File: src/rtl/video_source_switcher.sv
// Frame-synchronous N-way VGA source selector with PS/2 key control and a post-switch
// target_off hold. Define VIDEO_SOURCE_SWITCHER_FADE_EN for a crossfade on every commit.
`timescale 1ns/1ps
module video_source_switcher #(
  parameter int N_SRC         = 4,
  parameter int CW            = 4,
  parameter int RESET_SRC     = 0,
  parameter int HOLD_FRAMES   = 2,
  parameter int VS_ACTIVE_LOW = 1,
  parameter int FADE_LOG2     = 3
) (
  input  logic                       clk,
  input  logic                       reset,
  input  logic                       v_sync,
  input  logic                       DE,
  input  logic [7:0]                 keyboard_data,
  input  logic [N_SRC*3*CW-1:0]      rgb_in,
  input  logic [N_SRC-1:0]           target_off_in,
  output logic [CW-1:0]              r_port,
  output logic [CW-1:0]              g_port,
  output logic [CW-1:0]              b_port,
  output logic                       target_off,
  output logic [$clog2(N_SRC)-1:0]   active_src,
  output logic                       pending
);
  localparam int   SW      = $clog2(N_SRC);
  localparam int   PW      = 3*CW;
  localparam int   HW      = (HOLD_FRAMES > 0) ? $clog2(HOLD_FRAMES+1) : 1;
  localparam logic VS_IDLE = (VS_ACTIVE_LOW != 0);

  typedef struct packed {
    logic       vld;
    logic [2:0] idx;
  } key_req_t;

  logic [N_SRC-1:0][PW-1:0] src;
  assign src = rgb_in;

  logic [7:0]    kb_q;
  logic          vs_q;
  logic [SW-1:0] active_q, active_d, pidx_q, pidx_d, act_eff;
  logic          pending_q, pending_d, pend_eff;
  logic [HW-1:0] hold_q, hold_d;
  logic          boundary, commit, fade_busy;
  logic [2:0]    tgt;
  key_req_t      req;
  logic [PW-1:0] rgb_q;
  logic          toff_q;

  assign boundary = VS_IDLE ? (vs_q & ~v_sync) : (~vs_q & v_sync);
  assign commit   = boundary & pending_q & ~fade_busy;
  // Key requests are judged against the state after any same-cycle commit.
  assign act_eff  = commit ? pidx_q : active_q;
  assign pend_eff = pending_q & ~commit;
  assign tgt      = 3'(pend_eff ? pidx_q : act_eff);

  always_comb begin
    req = '0;
    case (keyboard_data)
      8'h16:   req = '{vld: 1'b1, idx: 3'd0};
      8'h1E:   req = '{vld: 1'b1, idx: 3'd1};
      8'h26:   req = '{vld: 1'b1, idx: 3'd2};
      8'h25:   req = '{vld: 1'b1, idx: 3'd3};
      8'h2E:   req = '{vld: 1'b1, idx: 3'd4};
      8'h36:   req = '{vld: 1'b1, idx: 3'd5};
      8'h3D:   req = '{vld: 1'b1, idx: 3'd6};
      8'h3E:   req = '{vld: 1'b1, idx: 3'd7};
      8'h0D:   req = '{vld: 1'b1, idx: (tgt == 3'(N_SRC-1)) ? 3'd0 : tgt + 3'd1};
      default: req = '0;
    endcase
    if (keyboard_data == kb_q) req.vld = 1'b0;
  end

  always_comb begin
    active_d  = act_eff;
    pending_d = pend_eff;
    pidx_d    = pidx_q;
    hold_d    = hold_q;
    if (commit)                          hold_d = HW'(HOLD_FRAMES);
    else if (boundary && hold_q != '0)   hold_d = hold_q - HW'(1);
    if (req.vld && ({1'b0, req.idx} < 4'(N_SRC))) begin
      if (req.idx == 3'(act_eff)) begin
        pending_d = 1'b0;
      end else begin
        pending_d = 1'b1;
        pidx_d    = req.idx[SW-1:0];
      end
    end
  end

  always_ff @(posedge clk) begin
    if (!reset) begin
      kb_q      <= '0;
      vs_q      <= VS_IDLE;
      active_q  <= SW'(RESET_SRC);
      pidx_q    <= SW'(RESET_SRC);
      pending_q <= 1'b0;
      hold_q    <= HW'(HOLD_FRAMES);
    end else begin
      kb_q      <= keyboard_data;
      vs_q      <= v_sync;
      active_q  <= active_d;
      pidx_q    <= pidx_d;
      pending_q <= pending_d;
      hold_q    <= hold_d;
    end
  end

`ifdef VIDEO_SOURCE_SWITCHER_FADE_EN
  localparam int MW = CW + FADE_LOG2 + 1;

  logic                 fade_q, fade_s1, toff_s1;
  logic [FADE_LOG2-1:0] fk_q, k_s1;
  logic [SW-1:0]        old_q;
  logic [PW-1:0]        new_s1, old_s1, blend;

  assign fade_busy = fade_q;

  always_ff @(posedge clk) begin
    if (!reset) begin
      fade_q <= 1'b0;
      fk_q   <= '0;
      old_q  <= SW'(RESET_SRC);
    end else if (commit) begin
      fade_q <= 1'b1;
      fk_q   <= '0;
      old_q  <= active_q;
    end else if (boundary && fade_q) begin
      if (&fk_q) fade_q <= 1'b0;
      else       fk_q   <= fk_q + FADE_LOG2'(1);
    end
  end

  // Stage 1 captures both sources; stage 2 blends them.
  always_ff @(posedge clk) begin
    if (!reset) begin
      new_s1  <= '0;
      old_s1  <= '0;
      fade_s1 <= 1'b0;
      k_s1    <= '0;
      toff_s1 <= 1'b1;
      rgb_q   <= '0;
      toff_q  <= 1'b1;
    end else begin
      new_s1  <= DE ? src[active_q] : '0;
      old_s1  <= DE ? src[old_q]    : '0;
      fade_s1 <= fade_q;
      k_s1    <= fk_q;
      toff_s1 <= (hold_q != '0) | target_off_in[active_q];
      rgb_q   <= blend;
      toff_q  <= toff_s1;
    end
  end

  for (genvar c = 0; c < 3; c++) begin : g_ch
    logic [MW-1:0] mix;
    assign mix = MW'(old_s1[c*CW +: CW]) * (MW'(1 << FADE_LOG2) - MW'(k_s1))
               + MW'(new_s1[c*CW +: CW]) * MW'(k_s1);
    assign blend[c*CW +: CW] = fade_s1 ? mix[FADE_LOG2 +: CW] : new_s1[c*CW +: CW];
  end
`else
  assign fade_busy = 1'b0;

  always_ff @(posedge clk) begin
    if (!reset) begin
      rgb_q  <= '0;
      toff_q <= 1'b1;
    end else begin
      rgb_q  <= DE ? src[active_q] : '0;
      toff_q <= (hold_q != '0) | target_off_in[active_q];
    end
  end
`endif

  assign r_port     = rgb_q[3*CW-1 -: CW];
  assign g_port     = rgb_q[2*CW-1 -: CW];
  assign b_port     = rgb_q[CW-1:0];
  assign target_off = toff_q;
  assign active_src = active_q;
  assign pending    = pending_q;

endmodule

File: config.mk
export PLATFORM = sky130hd
export DESIGN_NAME = video_source_switcher
export DESIGN_NICKNAME = d
export VERILOG_FILES = /design/src/rtl/video_source_switcher.sv
export SDC_FILE = /design/constraint.sdc
export NUM_CORES = 1
export LEC_CHECK = 0
export ABC_AREA = 1
export BUFFER_PORTS_ARGS = -buffer_cell sky130_fd_sc_hd__buf_2
export CAP_MARGIN = 20
export CORE_UTILIZATION = 51
export DETAILED_ROUTE_END_ITERATION = 8
export MAX_ROUTING_LAYER = met4
export PLACE_DENSITY = 0.86
export SETUP_SLACK_MARGIN = 0.5
export SLEW_MARGIN = 20
export SYNTH_ARGS = -nofsm -noshare
export SYNTH_HDL_FRONTEND = slang
export SYNTH_SLANG_ARGS = --single-unit
export TNS_END_PERCENT = 5
File: constraint.sdc
create_clock -name clk -period 2.09 [get_ports clk]
set_input_delay 0.209 -clock clk [delete_from_list [all_inputs] [get_ports clk]]
set_output_delay 0.209 -clock clk [all_outputs]
set_load 0.02 [all_outputs]
==> key figures <==
Power and ir drop
  • Max rail drop VDD: between 0.3 and 0.4 mV
  • Static Leak: roughly 1.2 nW
  • Power density relative to cell area: ~490 nW/um^2

Critical path
  • Endpoint kind of the worst setup timing path: output pin
  • Critical setup path kind: flop to output pin
  • Setup crit start kind: flop
  • Biggest fanout along the worst timing path: 27
  • Worst endpoint data arrival time: around 1.2 ns
  • Required time reported for the critical path endpoint: 1.88 ns

Clocking
  • CTS tree: done
  • Maximum buffer depth of the clock tree: 2
  • TritonCTS sink count: 29
  • TritonCTS buffer count: 5
  • Register clock-pin slew on the reported worst setup and hold paths: around 0.10 ns
  • Clock latency reported for the late side of the worst-skew pair: approximately 0.33 ns
  • Maximum level of the CTS H-tree: 2
  • Clock tree root driver cell: clkbuf_4

Routing
  • Post-Route WL: approximately 4.3 mm
  • Wire length per cell: 10.1 um
  • Pre-antenna DRT Iters: 4
  • Number of nets with antenna violations after routing: 0
  • Via density per instance: about 4.7
  • DRC Markers: 0
  • First-iteration detailed-routing DRC count: 94
  • Via count of the routed design: 2,002

STA
  • Final critical-path share of the clock period: between 60% and 70%
  • FMAX: just under 700 MHz
  • Setup violations, final: 0
  • Total Negative Setup Slacks: 0 ns
  • Final worst path period need: between 1 and 1.5 ns
  • Pins over their slew limit: 0
  • Max transition margin: around 70%
  • Worst clock skew on the final layout: about 0.0045 ns
  • Setup repair after global routing missed its margin: false
  • Final-report hold violation count: 0
  • Post-layout worst setup margin: roughly 0.65 ns
  • Tightest Pin Transition: about 0.44 ns

Flow run
  • Max Cap Viol: 0

Synth
  • Avg Synthesized Cell Area: just over 6 sq um
  • Number of instances in the synthesized netlist: approximately 300
  • Post-Synthesis Net Count: 361
  • Biggest area consumer among synthesized cells: dfxtp_1
  • Portion of synthesized cell area occupied by the leading cell type: between 30% and 40%
  • Sequential-to-total area share from yosys stat: between 30% and 40%
  • Post-synthesis instance area: approximately 1800 sq um
  • YS warnings: 0
  • Largest cells by area after synthesis: dfxtp_1 (33%), nor2_1 (17%), nand2_1 (14%)
  • Distinct cell type count of the synthesized netlist: 22
  • Synthesis-stage register bit count: 29

Status
  • Status: completed

Global route
  • Maximum number of pins on one net before global-route repair: 28
  • Global route overflow: 0
  • Via count of the first global-routing pass: 1,721
  • Total routing usage reported by global routing: approximately 25%
  • Antenna violations before repair: 0
  • First-pass GRT wire length: 6.77 mm

Min path
  • Type of the worst min-delay path: input port to flop

Floorplan
  • X dimension of the die: between 60 and 70 um
  • # IOs: 80
  • Die ar.: about 3700 sq um
  • Die height: 61.2 um
  • Core area: around 3300 sq um
  • Starting density of the core: between 50% and 60%
  • Number of rows created at floorplan: 21

Finish
  • Top library cells by usage in the layout, fill and taps aside: nor2_1 (79), buf_2 (79), nand2_1 (65)
  • Share of final-layout standard cells stronger than drive strength 1: between 20 and 30%
  • Filler cells: 330
  • Area delta synth->final: 28.2%
  • Nets: between 400 and 500
  • Number of antenna cells inserted: 0

Placed design
  • Post-Place Worst Slack: 0.470 ns
  • RePlAce Congestion: about 0.90
  • Total half-perimeter wirelength after legalization and detailed placement: between 3 and 4 mm
  • Count of buffers from port buffering: 79
## final timing paths
path,slack [ns],to,from,cells past startpoint
setup / recovery,0.65,active_src[0],active_src[0],2
hold reg to reg,0.48,hold_q[0],hold_q[0],2
setup reg to reg,0.65,pidx_q[0],active_src[1],12
hold / removal,0.1,target_off,target_off_in[3],3
## per-stage QoR
stage	total power, mW	hold WS, ns	utilization, %	cells	instance area (sq um)
2_1_floorplan	0.704	0.302	-	296	1790
3_3_place_gp	0.789	0.439	66.8	415	2230
3_5_place_dp	0.793	0.446	66.8	415	2230
4_1_cts	1.14	0.0844	68.4	423	2280
5_1_grt	1.18	0.101	68.6	423	2290
6_report	1.12	0.0986	68.6	423	2290
## area by class of cell
cell class              count  area [sq um]  area share (%)
multi-input cells         224          1040            45.7
flip-flops and latches     29           582            25.4
repair buffers             83           425            18.6
inverters                  33           124            5.41
well taps                  46          57.6            2.52
clock buffers               5          37.5            1.64
clock inverters             3          17.5           0.765
## what timing repair did
action,4_1_cts,5_1_grt
hold buffers,0,0
endpoints found under the setup margin,2,3
gates resized for setup,1,3
buffers inserted,0,0
## power breakdown
| part | total [mW] | internal, mW | switching [mW] |
|---|---|---|---|
| Combinational | 0.197 | 0.0905 | 0.106 |
| Clock | 0.337 | 0.126 | 0.211 |
| Sequential | 0.584 | 0.576 | 0.00781 |
## state kept, by name (all words and copies together) (netlist names)
| register | count |
|---|---|
| vs_q | 1 |
| pidx_q | 2 |
| pending | 1 |
| kb_q | 8 |
| rgb_q | 12 |
| target_off | 1 |
| hold_q | 2 |
| active_src | 2 |
## cell usage after synthesis
| cell | number |
|---|---|
| a21oi_1 | 16 |
| nor2_2 | 2 |
| dfxtp_1 | 29 |
| o21ai_1 | 1 |
| a21oi_2 | 1 |
| xnor2_1 | 8 |
| clkbuf_1 | 6 |
| nor2_1 | 79 |
| o21ai_0 | 29 |
| nand2_1 | 65 |
| a21oi_4 | 1 |
| buf_1 | 2 |
| nand3_2 | 2 |
| nor2_4 | 3 |
| nand2_2 | 8 |
| inv_1 | 31 |
| buf_2 | 2 |
| ha_1 | 1 |
| o211ai_1 | 1 |
| o2111ai_1 | 1 |
| inv_2 | 2 |
| nand3_1 | 6 |
## cells by family after synthesis
kind of cell | count (synthesis) | share of synthesized area [%]
AO/OA/AOI/OAI | 50 | 15.2
XOR/XNOR | 8 | 3.92
adder cells (fa/ha/maj) | 1 | 0.701
buffers and inverters | 43 | 9.18
flip-flops | 29 | 32.5
AND/OR/NAND/NOR | 165 | 38.5
## layer usage
layer | global-route usage [%] | part of all wire (%) | vias to the layer above
li1 | - | - | 1070
met1 | 29.0 | 45 | 869
met2 | 41.9 | 47 | 55
met3 | 7.14 | 6.0 | 8
met4 | 9.42 | 1.7 | 0
met5 | - | 0 | -
## worst max-delay path, stage by stage, from the launching register on
cell and delay [ns]:
dfxtp_1 0.38, buf_4 0.29, buf_2 0.22
No activity file was read; power rests on OpenSTA's default activity.
